### src/rtl/ps2_pkg.sv
// rtl/ps2_pkg.sv - shared types and constants for the PS/2 receive path
package ps2_pkg;

  typedef enum logic [2:0] {
    ST_IDLE   = 3'd0,
    ST_DATA   = 3'd1,
    ST_PARITY = 3'd2,
    ST_STOP   = 3'd3,
    ST_HOLD   = 3'd4
  } ps2_state_e;

  localparam int ENTRY_W  = 10;
  localparam int DATA_LSB = 0;
  localparam int DATA_MSB = 7;
  localparam int PERR_BIT = 8;
  localparam int FERR_BIT = 9;

  // XOR of the eight data bits and the parity bit must equal this value
  localparam logic PS2_PARITY_ODD = 1'b1;

  function automatic logic parity_bad(input logic [7:0] data, input logic pbit);
    return ((^data) ^ pbit) != PS2_PARITY_ODD;
  endfunction

endpackage

### src/rtl/dsync.sv
// rtl/dsync.sv - two-flop synchroniser for an asynchronous single-bit input
module dsync #(
  parameter logic RST_VAL = 1'b0
) (
  input  logic clk,
  input  logic rst,
  input  logic d,
  output logic q
);
  logic meta;

  always_ff @(posedge clk) begin
    if (rst) begin
      meta <= RST_VAL;
      q    <= RST_VAL;
    end else begin
      meta <= d;
      q    <= meta;
    end
  end
endmodule

### src/rtl/ps2_sync_fifo.sv
// rtl/ps2_sync_fifo.sv - first-word-fall-through synchronous FIFO with occupancy count
module ps2_sync_fifo #(
  parameter int WIDTH = 10,
  parameter int DEPTH = 8
) (
  input  logic                   clk,
  input  logic                   rst,
  input  logic                   push,
  input  logic [WIDTH-1:0]       wdata,
  input  logic                   pop,
  output logic [WIDTH-1:0]       rdata,
  output logic                   full,
  output logic                   empty,
  output logic [$clog2(DEPTH):0] count
);
  localparam int AW = $clog2(DEPTH);
  localparam int CW = AW + 1;

  logic [WIDTH-1:0] mem [DEPTH];
  logic [AW-1:0]    wr_ptr, rd_ptr;
  logic             pop_ok, push_ok;

  assign empty   = (count == '0);
  assign full    = (count == CW'(DEPTH));
  assign pop_ok  = pop & ~empty;
  // a simultaneous pop frees the slot, so a push into a full FIFO is still taken
  assign push_ok = push & (~full | pop_ok);
  assign rdata   = empty ? '0 : mem[rd_ptr];

  always_ff @(posedge clk) begin
    if (push_ok) mem[wr_ptr] <= wdata;
  end

  always_ff @(posedge clk) begin
    if (rst) begin
      wr_ptr <= '0;
      rd_ptr <= '0;
      count  <= '0;
    end else begin
      if (push_ok) wr_ptr <= wr_ptr + AW'(1);
      if (pop_ok)  rd_ptr <= rd_ptr + AW'(1);
      count <= count + CW'(push_ok) - CW'(pop_ok);
    end
  end
endmodule

### src/rtl/ps2_rx_buf.sv
// rtl/ps2_rx_buf.sv - filtered PS/2 device-to-host receiver feeding a status-tagged FIFO
// Optional frame watchdog enabled by defining PS2_RX_TIMEOUT_EN.
module ps2_rx_buf
  import ps2_pkg::*;
#(
  parameter int FIFO_DEPTH  = 8,
  parameter int FILTER_LEN  = 8,
  parameter int TIMEOUT_CYC = 10000
) (
  input  logic       clk,
  input  logic       rst,
  input  logic       ps2_data_i,
  input  logic       ps2_clk_i,
  output logic       ps2_clk_w,
  output logic       ps2_clk_o,
  input  logic       rx_en,
  input  logic       hold_req,
  input  logic       rd_en,
  output logic [7:0] rd_data,
  output logic       rd_parity_err,
  output logic       rd_frame_err,
  output logic       rd_vld,
  output logic       fifo_full,
  output logic       ovf,
  input  logic       ovf_clr,
  output logic       timeout_err,
  output logic       rcv_idle
);
  localparam int FW = $clog2(FILTER_LEN + 1);
  localparam int CW = $clog2(FIFO_DEPTH) + 1;

  logic [1:0] raw, syn, filt;
  logic       fclk, fdata, fclk_d, fneg;

  assign raw = {ps2_clk_i, ps2_data_i};

  for (genvar g = 0; g < 2; g++) begin : g_in
    logic          f;
    logic [FW-1:0] cnt;

    dsync #(.RST_VAL(1'b1)) u_dsync (.clk(clk), .rst(rst), .d(raw[g]), .q(syn[g]));

    // any sample agreeing with the filtered value restarts the run
    always_ff @(posedge clk) begin
      if (rst) begin
        f   <= 1'b1;
        cnt <= '0;
      end else if (syn[g] == f) begin
        cnt <= '0;
      end else if (cnt == FW'(FILTER_LEN - 1)) begin
        f   <= syn[g];
        cnt <= '0;
      end else begin
        cnt <= cnt + FW'(1);
      end
    end

    assign filt[g] = f;
  end

  assign fclk  = filt[1];
  assign fdata = filt[0];
  assign fneg  = fclk_d & ~fclk;

  always_ff @(posedge clk) begin
    if (rst) fclk_d <= 1'b1;
    else     fclk_d <= fclk;
  end

  ps2_state_e         state, state_n;
  logic [2:0]         bit_cnt;
  logic [7:0]         shreg;
  logic               perr;
  logic               abort, tmo, start, shift, par_lat, push, pop, fifo_empty;
  logic [ENTRY_W-1:0] wdata, head;
  logic [CW-1:0]      fifo_cnt;

`ifdef PS2_RX_TIMEOUT_EN
  localparam int TW = $clog2(TIMEOUT_CYC + 1);
  logic          fedge, in_frame;
  logic [TW-1:0] wd;

  assign fedge    = fclk_d ^ fclk;
  assign in_frame = (state == ST_DATA) || (state == ST_PARITY) || (state == ST_STOP);
  assign tmo      = in_frame && (wd == TW'(TIMEOUT_CYC - 1));

  always_ff @(posedge clk) begin
    if (rst || !in_frame || fedge) wd <= '0;
    else                           wd <= wd + TW'(1);
  end

  always_ff @(posedge clk) begin
    if (rst) timeout_err <= 1'b0;
    else     timeout_err <= tmo;
  end
`else
  assign tmo         = 1'b0;
  assign timeout_err = 1'b0;
`endif

  assign abort = !rx_en || tmo;

  always_ff @(posedge clk) begin
    if (rst) state <= ST_IDLE;
    else     state <= state_n;
  end

  // HOLD still accepts a start bit: a device that ignores the inhibit is
  // decoded so that a push into a full FIFO is recorded as an overflow
  always_comb begin
    state_n = state;
    case (state)
      ST_IDLE: begin
        if (hold_req || fifo_full)        state_n = ST_HOLD;
        else if (rx_en && fneg && !fdata) state_n = ST_DATA;
      end
      ST_DATA: begin
        if (abort)                        state_n = ST_IDLE;
        else if (fneg && bit_cnt == 3'd7) state_n = ST_PARITY;
      end
      ST_PARITY: begin
        if (abort)     state_n = ST_IDLE;
        else if (fneg) state_n = ST_STOP;
      end
      ST_STOP: begin
        if (abort)     state_n = ST_IDLE;
        else if (fneg) state_n = ST_IDLE;
      end
      ST_HOLD: begin
        if (rx_en && fneg && !fdata)      state_n = ST_DATA;
        else if (!hold_req && !fifo_full) state_n = ST_IDLE;
      end
      default: state_n = ST_IDLE;
    endcase
  end

  always_comb begin
    start   = 1'b0;
    shift   = 1'b0;
    par_lat = 1'b0;
    push    = 1'b0;
    case (state)
      ST_IDLE, ST_HOLD: start   = (state_n == ST_DATA);
      ST_DATA:          shift   = fneg && !abort;
      ST_PARITY:        par_lat = fneg && !abort;
      ST_STOP:          push    = fneg && !abort;
      default: ;
    endcase
  end

  assign rcv_idle  = (state == ST_IDLE);
  assign ps2_clk_o = 1'b0;

  always_ff @(posedge clk) begin
    if (rst) begin
      bit_cnt <= '0;
      shreg   <= '0;
      perr    <= 1'b0;
    end else begin
      if (start) bit_cnt <= '0;
      if (shift) begin
        shreg   <= {fdata, shreg[7:1]};
        bit_cnt <= bit_cnt + 3'd1;
      end
      if (par_lat) perr <= parity_bad(shreg, fdata);
    end
  end

  always_comb begin
    wdata                    = '0;
    wdata[DATA_MSB:DATA_LSB] = shreg;
    wdata[PERR_BIT]          = perr;
    wdata[FERR_BIT]          = ~fdata;
  end

  assign pop = rd_en & ~fifo_empty;

  ps2_sync_fifo #(.WIDTH(ENTRY_W), .DEPTH(FIFO_DEPTH)) u_fifo (
    .clk   (clk),
    .rst   (rst),
    .push  (push),
    .wdata (wdata),
    .pop   (pop),
    .rdata (head),
    .full  (fifo_full),
    .empty (fifo_empty),
    .count (fifo_cnt)
  );

  assign rd_vld        = ~fifo_empty;
  assign rd_data       = head[DATA_MSB:DATA_LSB];
  assign rd_parity_err = head[PERR_BIT];
  assign rd_frame_err  = head[FERR_BIT];

  always_ff @(posedge clk) begin
    if (rst) begin
      ps2_clk_w <= 1'b0;
      ovf       <= 1'b0;
    end else begin
      ps2_clk_w <= (state == ST_HOLD);
      ovf       <= (ovf & ~ovf_clr) | (push && fifo_cnt == CW'(FIFO_DEPTH) && !pop);
    end
  end
endmodule
### config.mk
export PLATFORM = sky130hd
export DESIGN_NAME = ps2_rx_buf
export DESIGN_NICKNAME = d
export VERILOG_FILES = /design/src/rtl/ps2_pkg.sv /design/src/rtl/dsync.sv /design/src/rtl/ps2_sync_fifo.sv /design/src/rtl/ps2_rx_buf.sv
export SDC_FILE = /design/constraint.sdc
export NUM_CORES = 1
export LEC_CHECK = 0
export ABC_AREA = 0
export BUFFER_PORTS_ARGS = -buffer_cell sky130_fd_sc_hd__buf_2
export CAP_MARGIN = 15
export CORE_ASPECT_RATIO = 0.7
export CORE_MARGIN = 5
export CORE_UTILIZATION = 54
export CTS_BUF_LIST = sky130_fd_sc_hd__clkbuf_2 sky130_fd_sc_hd__clkbuf_4 sky130_fd_sc_hd__clkbuf_8
export CTS_CLUSTER_DIAMETER = 50
export DETAILED_ROUTE_END_ITERATION = 8
export PLACE_DENSITY = 0.84
export SETUP_SLACK_MARGIN = 0.1
export SYNTH_ARGS = -nofsm -noshare
export SYNTH_HDL_FRONTEND = slang
export SYNTH_HIERARCHICAL = 1
export SYNTH_SLANG_ARGS = --single-unit
### constraint.sdc
create_clock -name clk -period 5.9 [get_ports clk]
set_input_delay 0.59 -clock clk [delete_from_list [all_inputs] [get_ports clk]]
set_output_delay 0.59 -clock clk [all_outputs]
set_load 0.03 [all_outputs]
# Yosys cells after proc, flatten, opt, wreduce, memory -nomap -nowiden
# Memory sizes are Yosys's and may differ from the RTL's. A register that Yosys moved wholly into a read port is not among the register bits.
# Index checks and enable logic that the tools add are counted.
[totals]
wordCells = 95
ramBits = 80
inputBits = 8
register_bits = 42
output_inout_bits = 17
memories = 1
[classes]
eq_ne = 11
bitwise = 16
mux = 22
n_addsub = 7
reduce_logical = 20
[mem_list]
columns = ["memory", "words", "width", "read_ports", "rd_clocked_by_memory_dff", "wr", "line_no", "source"]
rows = [
  ["u_fifo.mem", 8, 10, 1, 1, 1, "ps2_sync_fifo.sv:19", "logic [WIDTH-1:0] mem [DEPTH];"],
]
[op_table]
columns = ["operator", "n"]
rows = [
  ["$mux 3", 14],
  ["$pmux 3 s5", 1],
  ["$mux 10", 1],
  ["$add 3x1->3 const B", 3],
  ["$add 4x1->4 const B", 2],
  ["$eq 4x3->1 const B", 2],
  ["$not 1->1", 8],
  ["$reduce_xor 8->1", 1],
  ["$eq 3x1->1 const B", 2],
  ["$eq 3x2->1 const B", 2],
  ["$eq 3x3->1 const B", 2],
  ["$logic_and 1x1->1", 6],
  ["$mux 1", 6],
  ["$reduce_or 3->1", 2],
  ["$and 1x1->1", 5],
  ["$add 4x1->4", 1],
  ["$eq 4x4->1 const B", 1],
  ["$logic_not 1->1", 4],
  ["$logic_not 4->1", 1],
  ["$reduce_and 2->1", 2],
  ["$sub 4x1->4", 1],
  ["$logic_not 3->1", 1],
  ["$eq 1x1->1", 2],
  ["$or 1x1->1", 2],
  ["other kinds (4)", 4],
]

# Longest topological paths before layout
# Gate-level depths: netlist of the first run.
[logic_depth]
word_depth = 11
depth_mapped = 13
depth_no_buf = 13

# Cells and area by module
# Netlist of the first run, hierarchy kept.
[by_module_without_submodules]
columns = ["module", "cells_each", "seq_area_each_um2", "area_each_um2", "instances"]
rows = [
  ["ps2_sync_fifo", 200, 2662.6, 3694.8, 1],
  ["ps2_rx_buf", 135, 560.5, 1270.0, 1],
  ["dsync", 4, 40.0, 52.6, 2],
]

# Worst setup path before layout of the first run
# OpenSTA, ideal clock, no wires.
[synth_path]
path_type = "flip-flop to flip-flop"
start = "register u_fifo.count[2]"
end = "memory u_fifo.mem[0][0] (enable)"
stages_incl_launch_ff = 9
setup_slack_ns = 3.035
arrival_ns = 2.462
t_required_ns = 5.497
setup_ns = 0.403
path_cell_list = "dfxtp_1 -> inv_1 -> ha_1 -> or3b_2 -> inv_1 -> nor2b_1 -> and2b_2 -> o21ai_0 -> nor4_1"
[synth_between]
elab_chain_cells = 8
[synth_rtl]
columns = ["item", "line_no", "source"]
rows = [
  ["start: declaration", "ps2_sync_fifo.sv:14", "output logic [$clog2(DEPTH):0] count"],
  ["start signal: assignment", "ps2_sync_fifo.sv:42", "count <= count + CW'(push_ok) - CW'(pop_ok);"],
  ["$logic_not 4->1", "ps2_sync_fifo.sv:23", "assign empty = (count == '0);"],
  ["net fifo_empty", "ps2_rx_buf.sv:74", "logic abort, tmo, start, shift, par_lat, push, pop, fifo_empty;"],
  ["$not 1->1", "ps2_rx_buf.sv:176", "assign pop = rd_en & ~fifo_empty;"],
  ["$and 1x1->1", "ps2_rx_buf.sv:176", ""],
  ["net pop", "ps2_rx_buf.sv:74", ""],
  ["$and 1x1->1", "ps2_sync_fifo.sv:25", "assign pop_ok = pop & ~empty;"],
  ["$or 1x1->1", "ps2_sync_fifo.sv:27", "assign push_ok = push & (~full | pop_ok);"],
  ["$and 1x1->1", "ps2_sync_fifo.sv:27", ""],
  ["$mux 1", "ps2_sync_fifo.sv:31", "if (push_ok) mem[wr_ptr] <= wdata;"],
  ["$mux 1 (not written as such)", "ps2_sync_fifo.sv:31", ""],
  ["end: declaration", "ps2_sync_fifo.sv:19", ""],
]
# The timed path passes the listed nets, and every way through them passes these cells.

# Worst setup path in the final report of the first run
[layout_path]
start = "register u_fifo.count[2]"
end = "output rd_data[3]"
[layout_between]
elab_chain_cells = 2
[layout_rtl]
columns = ["item", "line_no", "source"]
rows = [
  ["$logic_not 4->1", "ps2_sync_fifo.sv:23", ""],
  ["net fifo_empty", "ps2_rx_buf.sv:74", ""],
  ["$mux 10", "ps2_sync_fifo.sv:28", "assign rdata = empty ? '0 : mem[rd_ptr];"],
  ["end: declaration", "ps2_rx_buf.sv:19", "output logic [7:0] rd_data,"],
]
# The timed path passes the listed nets, and every way through them passes these cells.

==> results of run 1 <==
[per-layer routing]
layer  GRT usage  vias up
li1            -     1348
met1       0.233     1419
met2       0.273       79
met3      0.0628        6
met4      0.0563        0
met5           0        -
[per-stage QoR]
step | hold slack [ns] | std cells | util | area [um2]
2_1_floorplan | 0.385 | 344 | - | 5070
3_3_place_gp | 0.391 | 482 | 0.584 | 5320
3_5_place_dp | 0.401 | 482 | 0.584 | 5320
4_1_cts | 0.306 | 514 | 0.631 | 5740
5_1_grt | 0.304 | 514 | 0.631 | 5740
6_report | 0.338 | 514 | 0.631 | 5740
[Yosys cell counts (2+ instances only)]
cell type,instances,area share
o211ai_1,3,0.0044
a21oi_1,9,0.0089
or2_1,4,0.0049
buf_4,2,0.0030
xor2_1,5,0.0086
o21a_1,2,0.0030
ha_1,11,0.027
edfxtp_1,80,0.47
nand3_1,8,0.0079
a22o_1,10,0.017
nand2_1,10,0.0074
mux2_2,3,0.0067
dfxtp_1,45,0.18
nand3b_1,4,0.0059
and4bb_2,2,0.0049
mux4_2,20,0.089
and3_1,3,0.0037
or3_1,2,0.0025
nand4b_1,2,0.0035
mux2i_1,10,0.020
nor3_1,8,0.0079
o21ai_0,6,0.0059
buf_2,3,0.0030
xnor2_1,8,0.014
nor2b_1,7,0.0086
inv_1,14,0.010
nor2_1,28,0.021
nand2b_1,6,0.0074
and2_1,2,0.0025
clkbuf_1,6,0.0044
[registers in the layout, summed over array words and instances (netlist names), 2 cells and up, named ones only]
| signal | count |
|---|---|
| u_fifo/mem | 80 |
| u_fifo/rd_ptr | 3 |
| shreg | 8 |
| u_fifo/wr_ptr | 3 |
| g_in.u_dsync/meta | 2 |
| g_in.u_dsync/q | 2 |
| g_in.cnt | 8 |
| state | 3 |
| bit_cnt | 3 |
| u_fifo/count | 4 |
[power by group]
| part | internal [mW] | total, mW | switching (mW) |
|---|---|---|---|
| logic | 0.116 | 0.300 | 0.183 |
| registers | 0.939 | 0.959 | 0.0201 |
| clock network | 0.471 | 0.791 | 0.321 |
| total | 1.53 | 2.05 | 0.524 |
[logic make-up (layout without fill, tap and decap cells)]
family | after synthesis | count (layout) | synth area share
buf+inv | 28 | 74 | 0.0247
other cells | 1 | 2 | 0.000740
flops | 125 | 125 | 0.652
fa+ha+maj | 12 | 12 | 0.0311
simple gates | 94 | 94 | 0.100
mux | 33 | 33 | 0.115
xor+xnor | 14 | 14 | 0.0269
compound gates | 36 | 36 | 0.0496
[path summary, 6_finish.rpt]
check                                    endpoint  cells after the start
setup / recovery                       rd_data[3]                      7
hold / removal    g_in[1].u_dsync/meta$_SDFF_PP1_                      2
setup reg to reg       u_fifo/count[2]$_SDFF_PP0_                     13
hold reg to reg      g_in[1].u_dsync/q$_SDFF_PP1_                      1
[cell type report]
cell class	instances	area, um2
Inverter	14	52.6
Clock inverter	12	170
Tap cell	124	155
Timing Repair Buffer	28	155
Sequential cell	125	3300
Fill cell	655	3360
Multi-Input combinational cell	191	1650
Clock buffer	20	256
==> metrics.csv, run 1 <==
stage,metric,value,unit
clocking,Clock Pin Slew Worst Setup and Hold Paths,0.07,ns
timing,final setup margin,2.84,ns
synth,number of flops mapped to enable cells by yosys,80,
clocking,CTS tree,yes,
routing,met2 wire length,4.46,mm
synth,Main synth FF type,edfxtp_1,
power,P per Cell Area,357,nW/um2
worst_setup_path,Critical Path Sink Type,output port,
synth,post-synth cell types,50,
worst_setup_path,critical path class,register to output port,
die,chip height,91.1,um
worst_setup_path,Worst EP arrival,2.47,ns
global_routing,Total GRT Usage,0.176,
clocking,Root Buffer,clkbuf_8,
worst_setup_path,critical-path cell list,inv_1 -> ha_1 -> or3b_2 -> inv_1 -> nor2_1 -> a22o_1 -> buf_2,
final_layout,fraction of layout cells with a size suffix above 1,0.226,
timing,final hold vios,0,
final_layout,"commonest non-fill, non-tap cell in the layout",edfxtp_1,
timing,Slew HR,0.296,
worst_setup_path,R2R Setup Slk,3.00,ns
worst_setup_path,Worst Setup SP,u_fifo/count[2]$_SDFF_PP0_,
die,core area,9110,um2
min_path,Hold Path Origin,ps2_clk_i,
worst_setup_path,reg2reg start,u_fifo/count[2]$_SDFF_PP0_,
timing,Tcrit/Tclk final,0.519,
synth,mapped cell area,5070,um2
global_routing,initial antenna violation count,0,
final_layout,most frequent cells in the layout,"edfxtp_1, dfxtp_1, nor2_1",
global_routing,first-pass GRT wire length,15.1,mm
synth,Avg Inst Size Synth,14.8,um2
placement,Port-buffer cells,22,
worst_setup_path,CP max FO,10,
placement,post-DP HPWL,6.03,mm
timing,post-layout min period,3.06,ns
die,Initial Utilization,0.557,
clocking,Post-CTS Setup Inserts,0,
worst_setup_path,Worst path max stage delay,0.63,ns
global_routing,via count of the first global-routing pass,2914,
timing,Max Clk Rate,0.327,GHz
routing,Total Routed Length,9.27,mm
die,I/O Pins,25,
clocking,clock tree buffer depth,2,
die,Die X,126,um
synth,Synth Warn #,6,
timing,setup violators final,0,
routing,DR iter-0 viols,261,
die,std cell rows,29,
power,Peak VDD IR,0.234,mV
status,run status,"finished, final reports clean",
die,die area,11500,um2
power,LEAKAGE,2.16,nW
global_routing,largest net degree at the start of global routing,45,
final_layout,nets@finish,397,
timing,RSZ-0062 raised after global routing,false,
clocking,TritonCTS Buffers,17,
timing,clk_skew,0.00784,ns
routing,Residual DRC,0,
routing,wl on met1,4.12,mm
final_layout,synthesis-to-layout area growth,13.3,%
routing,highest metal used,met4,
timing,"Slew Viols, Final",0,
clocking,H-tree levels,4,
synth,Gate Count Post-Synth,343,
synth,Yosys reg bits,125,
worst_setup_path,"delay-heaviest family, CP",simple AND/OR/NAND/NOR gates,
worst_setup_path,worst path bufs/invs,3,
job,Max-Cap Viols,0,
routing,metal3 WL,618,um
synth,async set-reset flop share out of synthesis,0,
worst_setup_path,slowest cell on the critical path,nor2_1,
timing,Worst-Margin Slew,1.05,ns
min_path,Min-Delay Path Class,input port to register,
clocking,clock sinks,125,
routing,via count,2852,
clocking,post-cts hold buffer count,0,
worst_setup_path,most frequent CP cell,inv_1,
routing,Antenna Nets Post-Route,0,
final_layout,Ant. Diodes,0,
routing,wire per inst,18.0,um
clocking,clk_lat worst skew,0.43,ns
global_routing,grt total ovfl,0,
placement,Post-Place Worst Slack,3.02,ns
timing,setup TNS,0,ns
power,Total Power,2.05,mW
routing,Initial DRT Pass Iterations,4,
worst_setup_path,CP startpoint kind,register,
placement,Final Wtd Congestion,0.816,
worst_setup_path,CP Data Required Time,5.31,ns
routing,vias per cell,5.55,
synth,sequential area share after synthesis,0.652,
clocking,# resized after CTS,0,
No activity file was read; power rests on OpenSTA's default activity.
==> inputs of run 2 (changes only) <==
==> constraint.sdc (replaced) <==
create_clock -name clk -period 3.1 [get_ports clk]
set_input_delay 0.31 -clock clk [delete_from_list [all_inputs] [get_ports clk]]
set_output_delay 0.31 -clock clk [all_outputs]
set_load 0.03 [all_outputs]
==> metrics.csv, run 2 (same netlist as run 1, synthesis figures left out) <==
stage,metric,value,unit
final_layout,nets@finish,397,
global_routing,initial antenna violation count,0,
clocking,clock sinks,125,
die,std cell rows,29,
routing,wire per inst,18.1,um
status,run status,"finished, final reports clean",
die,Die X,126,um
die,core area,9110,um2
clocking,Root Buffer,clkbuf_8,
clocking,Post-CTS Setup Inserts,0,
clocking,TritonCTS Buffers,17,
worst_setup_path,CP startpoint kind,register,
final_layout,fraction of layout cells with a size suffix above 1,0.231,
routing,Total Routed Length,9.29,mm
timing,final hold vios,0,
routing,via count,2919,
placement,Final Wtd Congestion,0.768,
final_layout,FILL cells,634,
power,Clock Power Share,0.389,
die,Initial Utilization,0.557,
power,part of the power in registers,0.466,
min_path,Min-Delay Path Class,input port to register,
timing,setup violators final,0,
routing,Initial DRT Pass Iterations,4,
worst_setup_path,CP Data Required Time,3.42,ns
routing,vias per cell,5.68,
routing,Antenna Nets Post-Route,0,
worst_setup_path,critical path class,register to register,
die,chip height,91.1,um
power,Psw,964,uW
timing,Tcrit/Tclk final,0.919,
timing,clk_skew,0.0151,ns
timing,"Slew Viols, Final",0,
placement,Port-buffer cells,22,
timing,Max Clk Rate,0.351,GHz
timing,post-layout min period,2.85,ns
routing,DR iter-0 viols,242,
min_path,Hold Path Origin,ps2_data_i,
timing,Slew HR,0.367,
clocking,clk_lat worst skew,0.44,ns
final_layout,max FFs per register,80,
final_layout,Reg with most FFs,u_fifo/mem,
worst_setup_path,Worst EP arrival,3.17,ns
timing,setup TNS,0,ns
final_layout,Ant. Diodes,0,
clocking,CTS tree,yes,
power,internal power,2.93,mW
global_routing,Total GRT Usage,0.172,
timing,WHS,0.0528,ns
global_routing,first-pass GRT wire length,15.0,mm
routing,Residual DRC,0,
job,Max-Cap Viols,0,
die,I/O Pins,25,
power,Peak VDD IR,0.306,mV
clocking,H-tree levels,4,
placement,post-DP HPWL,6.08,mm
timing,RSZ-0062 raised after global routing,true,
worst_setup_path,Critical Path Sink Type,register,
worst_setup_path,CP max FO,8,
final_layout,"commonest non-fill, non-tap cell in the layout",edfxtp_1,
global_routing,grt total ovfl,0,
power,P per Cell Area,675,nW/um2
clocking,clock tree buffer depth,2,
worst_setup_path,reg2reg start,u_fifo/count[2]$_SDFF_PP0_,
die,die area,11500,um2
timing,Worst-Margin Slew,0.947,ns
final_layout,Largest regs,"u_fifo/mem: 80 flops, g_in.cnt: 8 flops, shreg: 8 flops",
final_layout,most frequent cells in the layout,"edfxtp_1, dfxtp_1, nor2_1",
power,Sw Share,0.248,
global_routing,via count of the first global-routing pass,2947,
power,combinational power share,0.146,
power,LEAKAGE,2.22,nW
clocking,Clock Pin Slew Worst Setup and Hold Paths,0.07,ns
worst_setup_path,Worst Setup SP,u_fifo/count[2]$_SDFF_PP0_,
global_routing,largest net degree at the start of global routing,45,
final_layout,synthesis-to-layout area growth,13.8,%
## run 2: worst paths after layout
kind	end	slack, ns	depth (start not counted)
worst max-delay path	u_fifo/count[3]$_SDFF_PP0_	0.25	11
worst min-delay path	g_in[0].u_dsync/meta$_SDFF_PP1_	0.05	2
worst max register to register	u_fifo/count[3]$_SDFF_PP0_	0.25	11
worst min register to register	g_in[1].u_dsync/q$_SDFF_PP1_	0.41	1
## run 2: critical path, stage by stage, from the launching register on
cell and delay (ns):
dfxtp_1 0.33, inv_1 0.08, ha_1 0.22, or3b_2 0.24
inv_1 0.15, nor2b_4 0.20, inv_1 0.11, or3_1 0.40
ha_1 0.29, a21o_1 0.19, a21oi_1 0.19, mux2_2 0.35
## run 2: final cells by class
cell class | count | area (um2) | area share
multi-input combinational | 191 | 1670 | 0.289
sequential | 125 | 3300 | 0.573
clock buffer | 26 | 327 | 0.0566
timing repair buffer | 28 | 155 | 0.0269
tap | 124 | 155 | 0.0269
inverter | 14 | 52.6 | 0.00911
clock inverter | 6 | 108 | 0.0187
## run 2: through the flow
stage          total power [mW]  setup slack, ns  instances   util  cell area [um2]
3_5_place_dp               2.41           0.0459        482  0.584             5320
4_1_cts                    3.92            0.120        514  0.633             5760
2_1_floorplan              2.27            0.235        344      -             5070
6_report                   3.89            0.251        514  0.633             5770
5_1_grt                    4.07           0.0709        514  0.633             5770
3_3_place_gp               2.38            0.305        482  0.584             5320
## run 2: repair_timing
item	CTS	global route
pin swaps	0	0
gates resized for setup	1	2
hold buffers	0	0
setup endpoints to repair	10	33
## run 2: layer usage
layer / vias to the layer above / share of wire / global-route usage
li1: 1358 / - / -
met1: 1475 / 0.45 / 0.231
met2: 73 / 0.48 / 0.262
met3: 13 / 0.060 / 0.0622
met4: 0 / 0.011 / 0.0634
met5: - / 0 / 0
## run 2: power by group through the flow
stage / clock [mW] / sequential (mW) / combinational (mW)
floorplan: 0 / 1.84 / 0.429
global placement: 0 / 1.85 / 0.533
detailed placement: 0 / 1.85 / 0.563
CTS: 1.54 / 1.81 / 0.565
global route: 1.63 / 1.82 / 0.633
finish: 1.51 / 1.81 / 0.568
